===== config.mk =====
export PLATFORM = sky130hd
export DESIGN_NAME = qracc_out_requant
export DESIGN_NICKNAME = d
export VERILOG_FILES = /design/src/rtl/qracc_pkg.sv /design/src/rtl/requant_lane.sv /design/src/rtl/qracc_out_requant.sv
export SDC_FILE = /design/constraint.sdc
export NUM_CORES = 2
export LEC_CHECK = 0
export CAP_MARGIN = 20
export CORE_ASPECT_RATIO = 0.7
export CORE_MARGIN = 10
export CORE_UTILIZATION = 55
export DETAILED_ROUTE_END_ITERATION = 7
export PLACE_DENSITY = 0.77
export RECOVER_POWER = 100
export SETUP_SLACK_MARGIN = 0.05
export SYNTH_ARGS = -nofsm -noshare
export SYNTH_HDL_FRONTEND = slang
export SYNTH_SLANG_ARGS = --single-unit

===== constraint.sdc =====
create_clock -name clk -period 26.2 [get_ports clk]
set_input_delay 5.24 -clock clk [delete_from_list [all_inputs] [get_ports clk]]
set_output_delay 5.24 -clock clk [all_outputs]
set_load 0.005 [all_outputs]

===== src/rtl/qracc_pkg.sv =====
// Shared types and sizing for the accumulator requantizer.
// Optional ReLU clamp is selected by the QRACC_OUT_RELU_EN macro.
package qracc_pkg;
   localparam int OUTPUT_ELEMENTS = 32;
   localparam int ACC_BITS        = 16;
   localparam int OUT_BITS        = 8;
   localparam int LANES_PER_BEAT  = 4;
   localparam int SCALE_W         = 8;
   localparam int SHIFT_W         = 4;
   localparam int NUM_BEATS       = OUTPUT_ELEMENTS / LANES_PER_BEAT;
   localparam int BEAT_W          = $clog2(NUM_BEATS);
   localparam int PROD_W          = ACC_BITS + SCALE_W + 1;

   typedef struct packed {
      logic [SCALE_W-1:0]         scale;
      logic [SHIFT_W-1:0]         shift;
      logic signed [OUT_BITS-1:0] zero_point;
   } requant_cfg_t;

   typedef enum logic {
      ST_IDLE = 1'b0,
      ST_SEND = 1'b1
   } state_t;
endpackage


===== src/rtl/requant_lane.sv =====
// Combinational single-lane requantizer: multiply, rounding shift, zero-point, saturate.
// With QRACC_OUT_RELU_EN defined, negative results are clamped to zero.
module requant_lane
   import qracc_pkg::*;
(
   input  logic [ACC_BITS-1:0] acc_i,
   input  requant_cfg_t        cfg_i,
   output logic [OUT_BITS-1:0] res_o
);
   // Two guard bits above the product keep rounding and offset from wrapping.
   localparam int SUM_W = PROD_W + 2;

   logic signed [PROD_W-1:0] acc_x;
   logic signed [PROD_W-1:0] scale_x;
   logic signed [PROD_W-1:0] prod;
   logic signed [SUM_W-1:0]  rnd;
   logic signed [SUM_W-1:0]  sum;
   logic signed [SUM_W-1:0]  rounded;
   logic signed [SUM_W-1:0]  offset;
   logic [SUM_W-OUT_BITS:0]  upper;

   always_comb begin
      acc_x   = {{(PROD_W-ACC_BITS){acc_i[ACC_BITS-1]}}, acc_i};
      scale_x = {{(PROD_W-SCALE_W){1'b0}}, cfg_i.scale};
      prod    = acc_x * scale_x;
      rnd     = '0;
      if (cfg_i.shift != '0) begin
         rnd[cfg_i.shift - 4'd1] = 1'b1;
      end
      sum     = $signed({{2{prod[PROD_W-1]}}, prod}) + rnd;
      rounded = sum >>> cfg_i.shift;
      offset  = rounded + $signed({{(SUM_W-OUT_BITS){cfg_i.zero_point[OUT_BITS-1]}},
                                   cfg_i.zero_point});
      upper   = offset[SUM_W-1:OUT_BITS-1];
      if ((&upper) || (~|upper)) begin
         res_o = offset[OUT_BITS-1:0];
      end else if (offset[SUM_W-1]) begin
         res_o = {1'b1, {(OUT_BITS-1){1'b0}}};
      end else begin
         res_o = {1'b0, {(OUT_BITS-1){1'b1}}};
      end
`ifdef QRACC_OUT_RELU_EN
      if (res_o[OUT_BITS-1]) begin
         res_o = '0;
      end
`endif
   end
endmodule


===== src/rtl/qracc_out_requant.sv =====
// Captures an accumulator vector and streams it requantized, LANES_PER_BEAT lanes per beat.
// Latency 2 cycles pulse-to-first-beat; holds beats under !out_ready_i; drops vectors when busy (sticky overflow). Optional ReLU: QRACC_OUT_RELU_EN.
module qracc_out_requant
   import qracc_pkg::*;
(
   input  logic                                           clk,
   input  logic                                           nrst,
   input  requant_cfg_t                                   cfg_i,
   input  logic [OUTPUT_ELEMENTS-1:0][ACC_BITS-1:0]       acc_data_i,
   input  logic                                           acc_valid_i,
   output logic                                           acc_ready_o,
   output logic [LANES_PER_BEAT-1:0][OUT_BITS-1:0]        out_data_o,
   output logic                                           out_valid_o,
   input  logic                                           out_ready_i,
   output logic                                           out_last_o,
   output logic                                           overflow_o
);
   // Buffer is reshaped beat-major so a beat's lanes are a single index.
   typedef logic [NUM_BEATS-1:0][LANES_PER_BEAT-1:0][ACC_BITS-1:0] vbuf_t;

   state_t                                 state_q, state_d;
   logic [BEAT_W-1:0]                      beat_q, beat_d;
   vbuf_t                                  buf_q, buf_d;
   requant_cfg_t                           cfg_q, cfg_d;
   logic [LANES_PER_BEAT-1:0][OUT_BITS-1:0] data_q, data_d, lane_res;
   logic                                   valid_q, valid_d;
   logic                                   last_q, last_d;
   logic                                   ovf_q, ovf_d;
   logic                                   load, final_load, capture;

   for (genvar g = 0; g < LANES_PER_BEAT; g++) begin : g_lane
      requant_lane u_lane (
         .acc_i (buf_q[beat_q][g]),
         .cfg_i (cfg_q),
         .res_o (lane_res[g])
      );
   end

   assign load        = (state_q == ST_SEND) && (!valid_q || out_ready_i);
   assign final_load  = load && (beat_q == BEAT_W'(NUM_BEATS-1));
   assign acc_ready_o = (state_q == ST_IDLE) || final_load;
   assign capture     = acc_valid_i && acc_ready_o;

   always_comb begin
      state_d = state_q;
      beat_d  = beat_q;
      buf_d   = buf_q;
      cfg_d   = cfg_q;
      data_d  = data_q;
      valid_d = valid_q;
      last_d  = last_q;
      ovf_d   = ovf_q || (acc_valid_i && !acc_ready_o);
      if (load) begin
         data_d  = lane_res;
         valid_d = 1'b1;
         last_d  = final_load;
         beat_d  = final_load ? '0 : beat_q + 1'b1;
         if (final_load) begin
            state_d = ST_IDLE;
         end
      end else if (valid_q && out_ready_i) begin
         valid_d = 1'b0;
         last_d  = 1'b0;
      end
      // A capture in the final-load cycle overrides the return to IDLE.
      if (capture) begin
         buf_d   = vbuf_t'(acc_data_i);
         cfg_d   = cfg_i;
         beat_d  = '0;
         state_d = ST_SEND;
      end
   end

   always_ff @(posedge clk) begin
      if (nrst) begin
         state_q <= ST_IDLE;
         beat_q  <= '0;
         buf_q   <= '0;
         cfg_q   <= '0;
         data_q  <= '0;
         valid_q <= 1'b0;
         last_q  <= 1'b0;
         ovf_q   <= 1'b0;
      end else begin
         state_q <= state_d;
         beat_q  <= beat_d;
         buf_q   <= buf_d;
         cfg_q   <= cfg_d;
         data_q  <= data_d;
         valid_q <= valid_d;
         last_q  <= last_d;
         ovf_q   <= ovf_d;
      end
   end

   assign out_data_o  = data_q;
   assign out_valid_o = valid_q;
   assign out_last_o  = last_q;
   assign overflow_o  = ovf_q;
endmodule


==> flow_summary.yaml <==
place:
  dp.cells: 8609
  dp_hpwl_um: 165000
  io_buffers: 571
  gp_congestion: 1.06
sta:
  rsz0062_at_grt: "false"
  hold_viol: 0
  final.setup.tns_ns: 0
  fin_crit_sh: 0.702
  relSlewSlack: -3.30
  holdWs_ns: 0.451
  fin_crit_ns: 18.40
  slew_violations: 679
  finalSetupViolCount: 0
  max_clock_freq_mhz: 54.4
  fin_skew_ns: 0.0699
  worst_pin_slew_ns: 6.46
floorplan:
  die_width_um: 406
  die-area_um2: 118000
  initial_utilization: 0.557
  dieHeight_um: 290
  core_um2: 103000
  num_rows: 98
  boundaryPins: 572
synthesis:
  synth.distinct_cells: 97
  synth_area_per_cell_um2: 8.14
  synthCells: 7039
  yosys-top-cells-area: "dfxtp_1 (20%), fa_1 (16%), nand2_1 (9.5%), ha_1 (8.3%), a21oi_1 (7.0%)"
  synth_edf_count: 0
  ys_top_cells_by_count: "nand2_1 (1,453), a21oi_1 (798), inv_1 (645), dfxtp_1 (571), fa_1 (468)"
  synth_warnings: 0
  synth_top_area_share: 0.200
  synth_top_area_cell: "dfxtp_1"
  ys_seq_area_frac: 0.200
  async_reset_ff_frac: 0
  synth_area_um2: 57300
  synth_ff_type: "dfxtp_1"
  ys_seq_elements: 571
  synth.most_common_cell: "nand2_1"
critical_path:
  cp.arrival_ns: 18.91
  path_max_fanout: 37
  crit_start: "beat_q[0]$_SDFFE_PP0P_"
  cp_common_cell: "fa_1"
  worstPathRequired_ns: 26.71
  crit_path_start_kind: "flip-flop"
  crit_type: "reg -> reg"
  worst_setup_path_end_kind: "flip-flop"
  rrSetupSlack_ns: 7.80
  worstReg2RegEnd: "out_data_o[6]$_SDFFE_PP0P_"
  slowest_stage: "clkbuf_1"
  ff2ff_path_depth: 35
  r2r_start: "beat_q[0]$_SDFFE_PP0P_"
  endpoint: "out_data_o[6]$_SDFFE_PP0P_"
  slowest_delay_ns: 2.06
layout:
  regArea_um2: 11500
  drive_above_1_share: 0.0589
  final_util: 0.640
  fill_cells: 8710
  multi_input_area_um2: 41800
  nets: 8704
  area_growth_pct: 14.8
  finalNonFillerCells: 8781
clock_network:
  cts_tree: "yes"
  clkSlewWorstSetupHoldPaths_ns: 0.06
  insertion_delay_ns: 0.70
  postCtsSetupBuffers: 0
  ctsResizeCount: 0
  cts_max_level: 2
  clock_path_buffers: 3
  cts-root-buf: "clkbuf_16"
  holdBufCountCts: 0
  cts_num_sinks: 571
  cts_made_buffers: 57
status:
  status: "complete, but fails checks"
  violations: "DRC, capacitance limit, slew limit"
global_routing:
  grt_pass1_wl_um: 314000
  grt_usage: 0.342
  grt_pass1_vias: 51882
  grt-ovfl-total: 0
  grt_max_degree: 138
  antenna_found_initial: 75
routing:
  drt_iter0_drc: 6897
  routedWlPerCell_um: 23.8
  vias: 54192
  wirelength_um: 209000
  antenna_left: 0
  dr.pass1.iters: 8
  drc: 3
  vias_per_cell: 6.17
pwr:
  vdd_drop_max_mv: 0.0626
  cellPowerDensity_nw_per_um2: 43.2
  power.leakage_nw: 29.1
hold_path:
  hp-class: "reg -> reg"
  holdPathStages: 2
job:
  drv_cap: 10
[area by class of cell]
type	count	share of cell area
clock inverter	30	0.00561
antenna	63	0.00240
timing repair buffer	638	0.0943
clock buffer	75	0.0245
multi-input combinational	5406	0.636
inverter	648	0.0370
tap	1350	0.0257
sequential	571	0.174
[registers in the layout, indices dropped and copies added (netlist names)]
name and flops:
buf_q 512, out_data_o 32, cfg_q 20, beat_q 3
out_last_o 1, out_valid_o 1, overflow_o 1, state_q 1
[layer usage]
metal	part of all wire	global-route usage
met3	0.12	0.0871
met2	0.42	0.490
met4	0.034	0.119
met5	0.00061	0
met1	0.42	0.494
[worst min path at each step]
stage          slack [ns]               startpoint                       to
5_1_grt              0.47  buf_q[352]$_SDFFE_PP0P_  buf_q[352]$_SDFFE_PP0P_
6_report             0.45  buf_q[229]$_SDFFE_PP0P_  buf_q[229]$_SDFFE_PP0P_
4_1_cts              0.45  buf_q[411]$_SDFFE_PP0P_  buf_q[411]$_SDFFE_PP0P_
3_3_place_gp         0.44  buf_q[271]$_SDFFE_PP0P_  buf_q[271]$_SDFFE_PP0P_
2_1_floorplan        0.43  buf_q[100]$_SDFFE_PP0P_  buf_q[100]$_SDFFE_PP0P_
3_5_place_dp         0.44  buf_q[471]$_SDFFE_PP0P_  buf_q[471]$_SDFFE_PP0P_
[power breakdown]
part | internal [W] | leakage, nW | switching, W
Combinational | 0.000388 | 23.4 | 0.000615
Clock | 0.000487 | 0.981 | 0.000390
Sequential | 0.000920 | 4.70 | 0.0000375
Total | 0.00180 | 29.1 | 0.00104
[cells by family after synthesis]
family,after synthesis,share of synthesized area
DFF,571,0.200
buffers and inverters,1065,0.0701
xor gates and xnor gates,153,0.0236
AOI/OAI and AO/OA,1548,0.167
adders and majority gates,846,0.246
and+or+nand+nor,2504,0.198
other,1,0.0000655
muxes,351,0.0958
[layout by cell type, fill, tap and decap left out, types with 63 or more instances in the layout]
cell type,n
a211oi_1,87
a21o_1,94
a21oi_1,797
and2_1,166
clkdlybuf4s50_1,534
dfxtp_1,555
diode_2,63
fa_1,468
ha_1,378
inv_1,643
mux2_2,76
mux2i_1,125
mux4_2,150
nand2_1,1452
nand2b_1,109
nand3_1,79
nor2_1,247
nor2b_1,175
nor3_1,69
o21ai_0,149
xnor2_1,95
[critical path, delay by kind of cell (launching register included)]
| kind | cells | cell delay, ns |
|---|---|---|
| buf+inv | 5 | 6.15 |
| compound gates | 11 | 3.93 |
| fa+ha+maj | 7 | 3.23 |
| mux | 4 | 2.05 |
| simple gates | 7 | 1.91 |
| flops | 1 | 0.74 |
| xor+xnor | 1 | 0.12 |
[through the flow]
stage               total power [W]  cell area, um^2  worst slack (ns)
detailed placement          0.00194            63700             12.54
global route                0.00296            65700              6.36
floorplan                   0.00159            57300             14.99
CTS                         0.00280            65600             12.51
finish                      0.00284            65700              7.80
global placement            0.00192            63600             12.81
No activity file was read; power rests on OpenSTA's default activity.
